[src/rtl/uart_resp_tx_if.sv]
// uart_resp_tx_if: response request handshake (req_valid/req_ready, cmd, len, payload), master drives requests, slave is the framer
interface uart_resp_tx_if #(parameter int MAX_PAYLOAD = 8);
  logic                     req_valid;
  logic                     req_ready;
  logic [7:0]               req_cmd;
  logic [3:0]               req_len;
  logic [8*MAX_PAYLOAD-1:0] req_payload;
  modport master (output req_valid, req_cmd, req_len, req_payload, input req_ready);
  modport slave (input req_valid, req_cmd, req_len, req_payload, output req_ready);
endinterface

[src/rtl/uart_resp_tx.sv]
// uart_resp_tx: frames AA|LEN|CMD|PAYLOAD|CRC8 and sends it 8N1 on tx_o (ports: clk, rst, req slave if, tx_o, busy_o, frame_done_o); define RESP_GAP_EN for an idle gap after each frame
module uart_resp_tx #(
  parameter int         CLKS_PER_BIT = 32,
  parameter int         MAX_PAYLOAD  = 8,
  parameter logic [7:0] SYNC_BYTE    = 8'hAA,
  parameter int         GAP_BITS     = 2
) (
  input  logic           clk,
  input  logic           rst,
  uart_resp_tx_if.slave  req,
  output logic           tx_o,
  output logic           busy_o,
  output logic           frame_done_o
);
  localparam int CW = $clog2(CLKS_PER_BIT);
  localparam int PW = 8 * MAX_PAYLOAD;
  if (CLKS_PER_BIT < 2 || MAX_PAYLOAD < 1 || MAX_PAYLOAD > 15 || GAP_BITS < 1 || GAP_BITS > 15) begin : g_bad
    $error("uart_resp_tx: parameter out of range");
  end
  typedef enum logic [2:0] {
    S_IDLE, S_SYNC, S_LEN, S_CMD, S_PAY, S_CRC
`ifdef RESP_GAP_EN
    , S_GAP
`endif
  } state_t;
  state_t        state_q, state_d;
  logic [7:0]    byte_q, byte_d, crc_q, crc_d, cmd_q, cmd_d;
  logic [3:0]    len_q, len_d, idx_q, idx_d, bit_q, bit_d;
  logic [CW-1:0] cnt_q, cnt_d;
  logic [PW-1:0] pay_q, pay_d;
  logic          cnt_end, byte_end, serial;
  logic [3:0]    len_c;
  logic [7:0]    len_byte;
  function automatic logic [7:0] crc8(input logic [7:0] c, input logic [7:0] d);
    logic [7:0] x;
    x = c ^ d;
    for (int i = 0; i < 8; i++) x = x[7] ? (x << 1) ^ 8'h07 : x << 1;
    return x;
  endfunction
`ifdef RESP_GAP_EN
  assign serial = state_q != S_IDLE && state_q != S_GAP;
`else
  assign serial = state_q != S_IDLE;
`endif
  assign cnt_end       = cnt_q == CW'(CLKS_PER_BIT - 1);
  assign byte_end      = cnt_end && bit_q == 4'd9;
  assign len_c         = req.req_len > 4'(MAX_PAYLOAD) ? 4'(MAX_PAYLOAD) : req.req_len;
  assign len_byte      = {4'd0, len_q} + 8'd2;
  assign req.req_ready = state_q == S_IDLE;
  assign busy_o        = state_q != S_IDLE;
  // bit_q: 0 start, 1..8 data LSB first, 9 stop
  assign tx_o = !serial || bit_q == 4'd9 ? 1'b1 : bit_q == 4'd0 ? 1'b0 : byte_q[3'(bit_q - 4'd1)];
  always_comb begin
    state_d      = state_q;
    byte_d       = byte_q;
    crc_d        = crc_q;
    cmd_d        = cmd_q;
    len_d        = len_q;
    idx_d        = idx_q;
    pay_d        = pay_q;
    frame_done_o = 1'b0;
    cnt_d        = state_q == S_IDLE ? cnt_q : cnt_end ? '0 : cnt_q + 1'b1;
    bit_d        = state_q == S_IDLE || !cnt_end ? bit_q : serial && bit_q == 4'd9 ? 4'd0 : bit_q + 4'd1;
    case (state_q)
      S_IDLE: if (req.req_valid) begin
        state_d = S_SYNC;
        byte_d  = SYNC_BYTE;
        crc_d   = 8'h00;
        cmd_d   = req.req_cmd;
        len_d   = len_c;
        pay_d   = req.req_payload;
        idx_d   = 4'd0;
        cnt_d   = '0;
        bit_d   = 4'd0;
      end
      S_SYNC: if (byte_end) begin
        state_d = S_LEN;
        byte_d  = len_byte;
        crc_d   = crc8(crc_q, len_byte);
      end
      S_LEN: if (byte_end) begin
        state_d = S_CMD;
        byte_d  = cmd_q;
        crc_d   = crc8(crc_q, cmd_q);
      end
      S_CMD: if (byte_end) begin
        state_d = len_q == 4'd0 ? S_CRC : S_PAY;
        byte_d  = len_q == 4'd0 ? crc_q : pay_q[7:0];
        crc_d   = len_q == 4'd0 ? crc_q : crc8(crc_q, pay_q[7:0]);
        pay_d   = pay_q >> 8;
        idx_d   = 4'd0;
      end
      S_PAY: if (byte_end) begin
        state_d = idx_q == len_q - 4'd1 ? S_CRC : S_PAY;
        byte_d  = idx_q == len_q - 4'd1 ? crc_q : pay_q[7:0];
        crc_d   = idx_q == len_q - 4'd1 ? crc_q : crc8(crc_q, pay_q[7:0]);
        idx_d   = idx_q == len_q - 4'd1 ? idx_q : idx_q + 4'd1;
        pay_d   = pay_q >> 8;
      end
      S_CRC: if (byte_end) begin
        frame_done_o = 1'b1;
`ifdef RESP_GAP_EN
        state_d = S_GAP;
`else
        state_d = S_IDLE;
`endif
      end
`ifdef RESP_GAP_EN
      S_GAP: if (cnt_end && bit_q == 4'(GAP_BITS - 1)) state_d = S_IDLE;
`endif
      default: state_d = S_IDLE;
    endcase
  end
  always_ff @(posedge clk) begin
    if (rst) begin
      state_q <= S_IDLE;
      byte_q  <= 8'h00;
      crc_q   <= 8'h00;
      cmd_q   <= 8'h00;
      len_q   <= 4'd0;
      idx_q   <= 4'd0;
      bit_q   <= 4'd0;
      cnt_q   <= '0;
      pay_q   <= '0;
    end else begin
      state_q <= state_d;
      byte_q  <= byte_d;
      crc_q   <= crc_d;
      cmd_q   <= cmd_d;
      len_q   <= len_d;
      idx_q   <= idx_d;
      bit_q   <= bit_d;
      cnt_q   <= cnt_d;
      pay_q   <= pay_d;
    end
  end
endmodule

[src/flat_wrapper.sv]
// flat-port wrapper written by rule: the top's interface ports become plain ports
module uart_resp_tx_flat 
#(
  parameter int         CLKS_PER_BIT = 32,
  parameter int         MAX_PAYLOAD  = 8,
  parameter logic [7:0] SYNC_BYTE    = 8'hAA,
  parameter int         GAP_BITS     = 2
)
  (clk, rst, tx_o, busy_o, frame_done_o, req_req_valid, req_req_cmd, req_req_len, req_req_payload, req_req_ready);
  uart_resp_tx_if #(.MAX_PAYLOAD(MAX_PAYLOAD)) req_i ();
  input  logic clk;
  input  logic rst;
  output logic tx_o;
  output logic busy_o;
  output logic frame_done_o;
  input wire logic [$bits(req_i.req_valid)-1:0] req_req_valid;
  input wire logic [$bits(req_i.req_cmd)-1:0] req_req_cmd;
  input wire logic [$bits(req_i.req_len)-1:0] req_req_len;
  input wire logic [$bits(req_i.req_payload)-1:0] req_req_payload;
  output wire logic [$bits(req_i.req_ready)-1:0] req_req_ready;
  assign req_i.req_valid = req_req_valid;
  assign req_i.req_cmd = req_req_cmd;
  assign req_i.req_len = req_req_len;
  assign req_i.req_payload = req_req_payload;
  assign req_req_ready = req_i.req_ready;
  uart_resp_tx #(.CLKS_PER_BIT(CLKS_PER_BIT), .MAX_PAYLOAD(MAX_PAYLOAD), .SYNC_BYTE(SYNC_BYTE), .GAP_BITS(GAP_BITS)) u_core (.clk(clk), .rst(rst), .req(req_i), .tx_o(tx_o), .busy_o(busy_o), .frame_done_o(frame_done_o));
endmodule
[config.mk]
export PLATFORM = sky130hd
export DESIGN_NAME = uart_resp_tx_flat
export DESIGN_NICKNAME = d
export VERILOG_FILES = /design/src/rtl/uart_resp_tx_if.sv /design/src/rtl/uart_resp_tx.sv /design/src/flat_wrapper.sv
export SDC_FILE = /design/constraint.sdc
export NUM_CORES = 1
export LEC_CHECK = 0
export CAP_MARGIN = 20
export CELL_PAD_IN_SITES_DETAIL_PLACEMENT = 0
export CELL_PAD_IN_SITES_GLOBAL_PLACEMENT = 1
export CORE_MARGIN = 2
export CORE_UTILIZATION = 25
export DETAILED_ROUTE_END_ITERATION = 6
export HOLD_SLACK_MARGIN = 0.02
export PLACE_DENSITY = 0.58
export SYNTH_ARGS = -nofsm -noshare
export SYNTH_HDL_FRONTEND = slang
export SYNTH_SLANG_ARGS = --single-unit
[constraint.sdc]
create_clock -name clk -period 2.9 [get_ports clk]
set_input_delay 0.87 -clock clk [delete_from_list [all_inputs] [get_ports clk]]
set_output_delay 0.87 -clock clk [all_outputs]
set_load 0.05 [all_outputs]
### Yosys cells after proc, flatten, opt, wreduce, memory -nomap -nowiden

Index checks and enable logic that the tools add are counted.
W data, S select, Z words.

* output and inout port bits: 4
* flip-flop bits (word level): 108
* logic and storage cells: 153
* input port bits: 79

* $lt $le $gt $ge: 2
* mux-type cells: 72
* reductions and logical operators: 20
* eq/ne operators: 17
* $add $sub $neg: 6
* bitwise gates (word level): 27

Operators by type and width (number)
* $mux W64: 2
* $pmux W64 S2: 1
* $mux W8: 14
* $mux W3: 30
* $pmux W8 S5: 2
* $not A3 Y3: 24
* $mux W4: 9
* $mux W5: 4
* $pmux W3 S6: 1
* $xor A8 B8 Y8: 2
* $ne A2 B1 Y1 const B: 6
* $pmux W4 S3: 1
* $reduce_and A6 Y1: 2
* $add A4 B1 Y4 const B: 2
* $logic_not A4 Y1: 2
* $reduce_and A8 Y1: 1
* $xor A8 B5 Y8: 1
* $mux W1: 7
* $eq A3 B2 Y1 const B: 2
* $eq A3 B3 Y1 const B: 2
* $ne A2 B2 Y1 const B: 3
* $reduce_bool A3 Y1: 2
* $add A4 B2 Y5 const B: 1
* $add A5 B1 Y5 const B: 1
* other kinds (19): 22

### Longest topological paths before layout

Gate-level depths: netlist (run 1).

* depth after elaboration: 20
* mapped depth: 10
* mapped depth without buffers: 9

### Worst setup path after synthesis (run 1)

No wires, ideal clock.

* path kind: register to output
* start: register u_core.cnt_q[0]
* end: output port frame_done_o
* required time: 2.030 ns
* buffers on the path: 1
* cell stages (with the launch flop): 8
* arrival: 2.569 ns
* setup slack: -0.539 ns
* cell sequence: dfxtp_1 -> ha_1 -> and3_1 -> ha_1 -> and4b_1 -> clkbuf_1 -> nand2_1 -> nor3b_1

* cells in the longest elaborated chain, start to end: 4

Ends and longest elaborated chain
* from (decl): RTL line uart_resp_tx.sv:29 `logic [CW-1:0] cnt_q, cnt_d;`
* from (signal assigned): RTL line uart_resp_tx.sv:133 `cnt_q <= cnt_d;`
* $eq A5 B5 Y1: RTL line uart_resp_tx.sv:45 `assign cnt_end = cnt_q == CW'(CLKS_PER_BIT - 1);`
* $logic_and A1 B1 Y1: RTL line uart_resp_tx.sv:46 `assign byte_end = cnt_end && bit_q == 4'd9;`
* $mux W1: RTL line uart_resp_tx.sv:100 `S_CRC: if (byte_end) begin`
* $mux W1: RTL line uart_resp_tx.sv:64 `case (state_q)`
* to (decl): RTL line flat_wrapper.sv:15 `output logic frame_done_o;`

Every way passes these cells.

### Worst setup path in the final report (run 1)

* start: register u_core.bit_q[0]
* end: output port tx_o

* cells in the longest elaborated chain, start to end: 5
* elaborated cells between the ends (all ways): 8
* those cells by class: add/sub (1); eq/ne (1); mux (4); reduce/logical (2)

Ends and longest elaborated chain
* from (decl): RTL line uart_resp_tx.sv:28 `logic [3:0] len_q, len_d, idx_q, idx_d, bit_q, bit_d;`
* from (signal assigned): RTL line uart_resp_tx.sv:132 `bit_q <= bit_d;`
* $sub A3 B1 Y3: RTL line uart_resp_tx.sv:52 `assign tx_o = !serial || bit_q == 4'd9 ? 1'b1 : bit_q == 4'd0 ? 1'b0 : byte_q[3'(bit_q - 4'd1)];`
* $bmux W1 S3: RTL line uart_resp_tx.sv:52
* $mux W1 (implied by the code): RTL line uart_resp_tx.sv:52
* $mux W1: RTL line uart_resp_tx.sv:52
* $mux W1 *: RTL line uart_resp_tx.sv:52
* to (decl): RTL line flat_wrapper.sv:13 `output logic tx_o;`

Mark *: on every way between the ends. The rest lies on a longest branch, timed or not. The select of a mux whose other input is x is not followed.

==> impl_metrics.yaml, run 1 <==
outcome:
  outcome: "complete, but fails checks"
  violations: "negative setup slack"
layout:
  area_growth_pct: 27.6
  fin_nets: 884
  fillers: 2520
  seq_area_um2: 2170
  multiInputGateArea_um2: 3590
  num_antenna_cells: 0
  final_util: 0.325
  drive_gt1_frac: 0.105
route:
  wire_per_inst_um: 15.9
  drt_iter0_drc: 341
  postRouteWirelength_mm: 17.7
  drc: 0
  viasPerCell: 4.73
  drt_pre_antenna_iters: 5
  vias: 5276
  postRouteAntennaNets: 0
yosys:
  yosysSeqAreaShare: 0.361
  synth_cells: 730
  synth_area_leaders: "dfxtp_1 (36%), nand2_1 (10%), a311oi_1 (8.9%), xnor2_1 (7.9%), nor2_1 (4.8%)"
  synthArstFlopShare: 0
  ys.warnings.count: 0
  netlist.area_leader.share: 0.361
  synth_common_cells: "nand2_1 (166), dfxtp_1 (108), nor2_1 (77)"
  synth_top_cell_by_area: "dfxtp_1"
  postSynthAreaPerCell_um2: 8.19
  yosysMostFrequentCell: "nand2_1"
  synth_edf_count: 0
  synth.cell_area_um2: 5980
  syn_nets: 820
  ys_types: 58
  synth_flop_cell: "dfxtp_1"
  synth-seq-cells: 108
worst_hold_path:
  min_path_cells: 2
  min_to: "u_core.pay_q[60]"
  holdCritStartpoint: "u_core.pay_q[60]"
  hp-class: "flop to flop"
grt:
  antenna_found_initial: 0
  grt_start_max_net_pins: 67
  grt_first_pass_wirelength_mm: 28.4
  grt_usage: 0.145
  grt_pass1_vias: 5270
  grt_overflow: 0
critical_path:
  crit_path_end_kind: "primary output"
  critical_path_class: "flop to primary output"
  rr_worst_depth: 12
  worstSetupStartpointType: "flop"
  arrival_ns: 2.20
  rrSetupSlack_ns: 0.35
  cp.buffers_inverters: 2
  max_stage_delay_ns: 0.49
  cp_data_required_time_ns: 2.03
  crit_fanout: 3
  rr_startpoint: "u_core.cnt_q[0]"
  crit_cells: 7
  r2r_end: "u_core.crc_q[0]"
  crit_slowest_cell: "mux4_2"
  critPathTopFamily: "multiplexers"
  crit_chain: "buf_6 -> mux4_2 -> nor2b_1 -> a311oi_1 -> a21oi_1 -> or3_4 -> buf_8"
cts:
  tritoncts: "done"
  clock_sinks: 108
  clk_pin_slew_ns: 0.07
  h-tree-depth: 3
  numCtsBuffers: 9
  cts.path.max_buffers: 2
  clk_latency_ns: 0.36
  clk_root_buffer_cell: "clkbuf_16"
pwr:
  worst_ir_drop_vdd_v: 0.000257
  p_total_mw: 3.57
  powerDensity_nw_per_um2: 467
  p_leak_nw: 2.68
sta:
  fin_ws_ns: -0.171
  skew_ns: 0.00932
  fmax_mhz: 326
  relSlewSlack: 0.439
  setup_tns_ns: -0.171
  grt_setup_unrepaired: "true"
  setup_viol: 1
  maxSlewViolCount: 0
  finalCritPeriodShare: 1.06
  finalCriticalPeriod_ns: 3.07
  tightest_slew_ns: 0.841
  hold_violations: 0
  holdWs_ns: 0.453
job:
  timing.max_cap.violations: 0
floorplanning:
  rows: 56
  die_area_um2: 25200
  chipWidth_um: 159
  core_um2: 23500
  start_util: 0.255
  die_height_um: 159
  num_io_pins: 83
placement:
  pre_cts_slack_ns: 0.0261
  portBuffers: 82
  gp_congestion: 0.809
  dp_hpwl_mm: 12.6
-- worst reg2reg max path: stages, from the launching register on --
cell and delay, ns:
dfxtp_4 0.36, ha_4 0.16, and3_4 0.18, ha_4 0.15, and4b_1 0.22, buf_4 0.14
buf_4 0.15, a31oi_2 0.37, nor2_1 0.07, o21ai_1 0.17, buf_4 0.20, nand2_1 0.05
a211oi_1 0.25
-- layer usage --
metal  GRT usage  routed length (um)  up-vias
met2       0.231                7850      122
li1            -                   -     2690
met5           0                   0        -
met3      0.0299                 780       21
met4      0.0416                 333        0
met1       0.198                8740     2443
-- worst max path at each step --
stage                    start           end
4_1_cts        u_core.bit_q[0]          tx_o
6_report       u_core.bit_q[0]          tx_o
5_1_grt        u_core.bit_q[1]          tx_o
3_5_place_dp   u_core.bit_q[0]          tx_o
3_3_place_gp   u_core.bit_q[1]          tx_o
2_1_floorplan  u_core.cnt_q[0]  frame_done_o
-- where the power goes --
part	switching [mW]	internal [mW]	total [mW]
Combinational	0.268	0.299	0.567
Clock	0.602	0.756	1.36
Sequential	0.0750	1.57	1.64
Total	0.945	2.62	3.57
-- flip-flops by register name, summed over array words and instances, names as in the netlist --
signal,cells
u_core.idx_q,4
u_core.state_q,3
u_core.bit_q,4
u_core.cnt_q,5
u_core.cmd_q,8
u_core.len_q,4
u_core.crc_q,8
u_core.byte_q,8
u_core.pay_q,64
-- per-stage QoR --
step,cell area (um2),cells
floorplan,5990,730
global placement,7230,1099
detailed placement,7230,1099
CTS,7590,1115
global route,7630,1116
finish,7630,1116
-- logic make-up after synthesis --
kind of cell    share of synthesized area
mux                                0.0144
flops                               0.361
simple gates                        0.218
fa+ha+maj                          0.0230
xor+xnor                            0.131
buf+inv                            0.0510
compound gates                      0.200
-- area by class of cell --
class	instances	share of cell area
Tap cell	319	0.0523
Clock inverter	5	0.0111
Clock buffer	9	0.0295
Multi-Input combinational cell	557	0.470
Timing Repair Buffer	111	0.149
Sequential cell	108	0.284
Inverter	7	0.00344
-- layout by cell type (no fill, tap or decap), types with 3 or more instances in the layout --
master,n
mux2i_1,3
dfxtp_2,3
a221oi_2,3
a21oi_1,47
nor3b_1,3
nand2_1,165
a221oi_1,4
a222oi_1,4
clkbuf_16,9
o22ai_1,4
ha_4,3
xor2_1,16
xnor2_1,54
ha_1,8
or3_1,3
nand3b_1,9
a311oi_1,61
dfxtp_1,104
nor2_1,77
a22oi_1,4
nor2b_1,4
nand3_1,15
xnor3_1,3
o32ai_1,3
nor3_1,10
nand2b_1,4
o21ai_0,5
xnor2_2,3
inv_1,4
a211oi_1,6
clkdlybuf4s50_1,77
buf_4,24
nand2_2,3
buf_12,8
inv_2,3
-- what timing repair did --
item,4_1_cts,5_1_grt
pin swaps,4,1
gates cloned,0,0
gates resized for setup,11,7
hold buffers,0,0
buffers inserted,2,1
setup endpoints to repair,2,2
(Power assumes the default switching activity.)
==> run 2: changes to the inputs <==
CTS_BUF_LIST = sky130_fd_sc_hd__clkbuf_4   (was default)
GPL_ROUTABILITY_DRIVEN = 0   (was default)
==> run 2 against run 1 <==
Against the previous run: the run still ends with negative setup slack left; wire length is 0.40% lower; critical endpoint unchanged; via count is 0.63% higher; register-to-register slack gained 0.13 ns; clock power fell by 34%.
==> impl_metrics.yaml, run 2 (synthesized netlist as in run 1, its figures left out) <==
outcome:
  outcome: "complete, but fails checks"
  violations: "negative setup slack"
worst_hold_path:
  hp-class: "flop to flop"
layout:
  layout_common_cells: "nand2_1 (165), dfxtp_1 (104), nor2_1 (77), clkdlybuf4s50_1 (77), a311oi_1 (61)"
  fillers: 2546
  finalNonFillerCells: 1120
  fin_nets: 886
  top_register: "u_core.pay_q"
  drive_gt1_frac: 0.108
  multiInputGateArea_um2: 3590
  final_util: 0.319
  seq_area_um2: 2170
  area_growth_pct: 25.3
  final_common_cell: "nand2_1"
  largest_register_ffs: 64
placement:
  place_inst: 1099
  dp_hpwl_mm: 12.6
  portBuffers: 82
grt:
  grt_first_pass_wirelength_mm: 28.4
  grt_usage: 0.145
  antenna_found_initial: 1
  grt_overflow: 0
  grt_start_max_net_pins: 67
  grt_pass1_vias: 5241
route:
  postRouteWirelength_mm: 17.6
  postRouteAntennaNets: 0
  drt_pre_antenna_iters: 5
  viasPerCell: 4.74
  drc: 0
  drt_iter0_drc: 357
  vias: 5309
  wire_per_inst_um: 15.7
sta:
  setup_tns_ns: -0.385
  maxSlewViolCount: 0
  fmax_mhz: 309
  relSlewSlack: 0.442
  grt_setup_unrepaired: "true"
  tightest_slew_ns: 0.837
  finalCritPeriodShare: 1.12
  hold_violations: 0
  skew_ns: 0.0152
  finalCriticalPeriod_ns: 3.24
  setup_viol: 2
  fin_ws_ns: -0.341
cts:
  clk_root_buffer_cell: "clkbuf_4"
  h-tree-depth: 3
  clk_pin_slew_ns: 0.17
  tritoncts: "done"
  clk_latency_ns: 0.50
  clock_sinks: 108
  numCtsBuffers: 9
  cts.path.max_buffers: 2
floorplanning:
  num_io_pins: 83
  rows: 56
  chipWidth_um: 159
  start_util: 0.255
  die_area_um2: 25200
  die_height_um: 159
  core_um2: 23500
pwr:
  p_leak_nw: 2.62
  powerDensity_nw_per_um2: 415
  p_total_mw: 3.11
  worst_ir_drop_vdd_v: 0.000184
critical_path:
  crit_path_end_kind: "primary output"
  crit_chain: "inv_2 -> ha_4 -> mux4_2 -> nor2b_1 -> a311oi_1 -> a21oi_1 -> or3_4 -> buf_8"
  cp_data_required_time_ns: 2.03
  max_stage_delay_ns: 0.37
  arrival_ns: 2.37
  crit_fanout: 3
  crit_slowest_cell: "dfxtp_2"
  critical_path_class: "flop to primary output"
  worstSetupStartpointType: "flop"
job:
  timing.max_cap.violations: 0
[run 2: cell types whose count changed in the layout (fill, tap and decap cells not counted)]
cell,delta
dfxtp_2,+1
dfxtp_4,-1
clkbuf_4,+9
buf_4,+2
clkbuf_16,-9
diode_2,+2
[run 2: final timing paths]
| path | startpoint | end | cells past startpoint | slack (ns) |
|---|---|---|---|---|
| setup / recovery | u_core.bit_q[1] | tx_o | 8 | -0.34 |
| hold / removal | u_core.pay_q[60] | u_core.pay_q[60] | 2 | 0.46 |
| setup reg to reg | u_core.state_q[1] | u_core.byte_q[7] | 6 | 0.48 |
| hold reg to reg | u_core.pay_q[60] | u_core.pay_q[60] | 2 | 0.46 |
[run 2: what timing repair did]
item / CTS / global route
endpoints found under the setup margin: 2 / 2
pin swaps: 5 / 3
resized for setup: 17 / 0
hold buffers: 0 / 0
buffers inserted: 4 / 1
[run 2: layer usage]
layer | vias up | part of all wire | global-route usage
met5 | - | 0 | 0
met4 | 0 | 0.019 | 0.0429
met3 | 25 | 0.047 | 0.0299
met2 | 128 | 0.44 | 0.230
met1 | 2462 | 0.49 | 0.198
li1 | 2694 | - | -
[run 2: through the flow]
| step | area [um2] | hold slack, ns | worst slack, ns |
|---|---|---|---|
| floorplan | 5990 | 0.432 | -0.0606 |
| global placement | 7230 | 0.440 | 0.0474 |
| detailed placement | 7230 | 0.448 | 0.0261 |
| CTS | 7480 | 0.469 | -0.389 |
| global route | 7490 | 0.484 | -0.494 |
| finish | 7490 | 0.463 | -0.341 |
[run 2: final cells by class]
class,instances,share of cell area
well taps,319,0.0533
clock buffers,9,0.00902
repair buffers,113,0.154
multi-input cells,557,0.479
inverters,7,0.00351
flip-flops and latches,108,0.289
diodes,2,0.000668
clock inverters,5,0.0114
[run 2: worst max-delay path, delay by kind of cell, from the launching register on]
family / cells / cell delay (ns)
AND/OR/NAND/NOR: 2 / 0.48
buffers and inverters: 2 / 0.21
flip-flops: 1 / 0.37
multiplexers: 1 / 0.29
adder cells (fa/ha/maj): 1 / 0.27
AO/OA/AOI/OAI: 2 / 0.26
[run 2: power by group]
group / switching, mW / total, mW / internal (mW)
combinational: 0.268 / 0.568 / 0.301
clock: 0.548 / 0.895 / 0.347
sequential: 0.0742 / 1.65 / 1.57
total: 0.890 / 3.11 / 2.22
==> run 3: changes to the inputs <==
ABC_CLOCK_PERIOD_IN_PS = 2900   (was default)
==> results of run 3 <==
No change in the layout: final DEF, timing and power equal those of run 2.
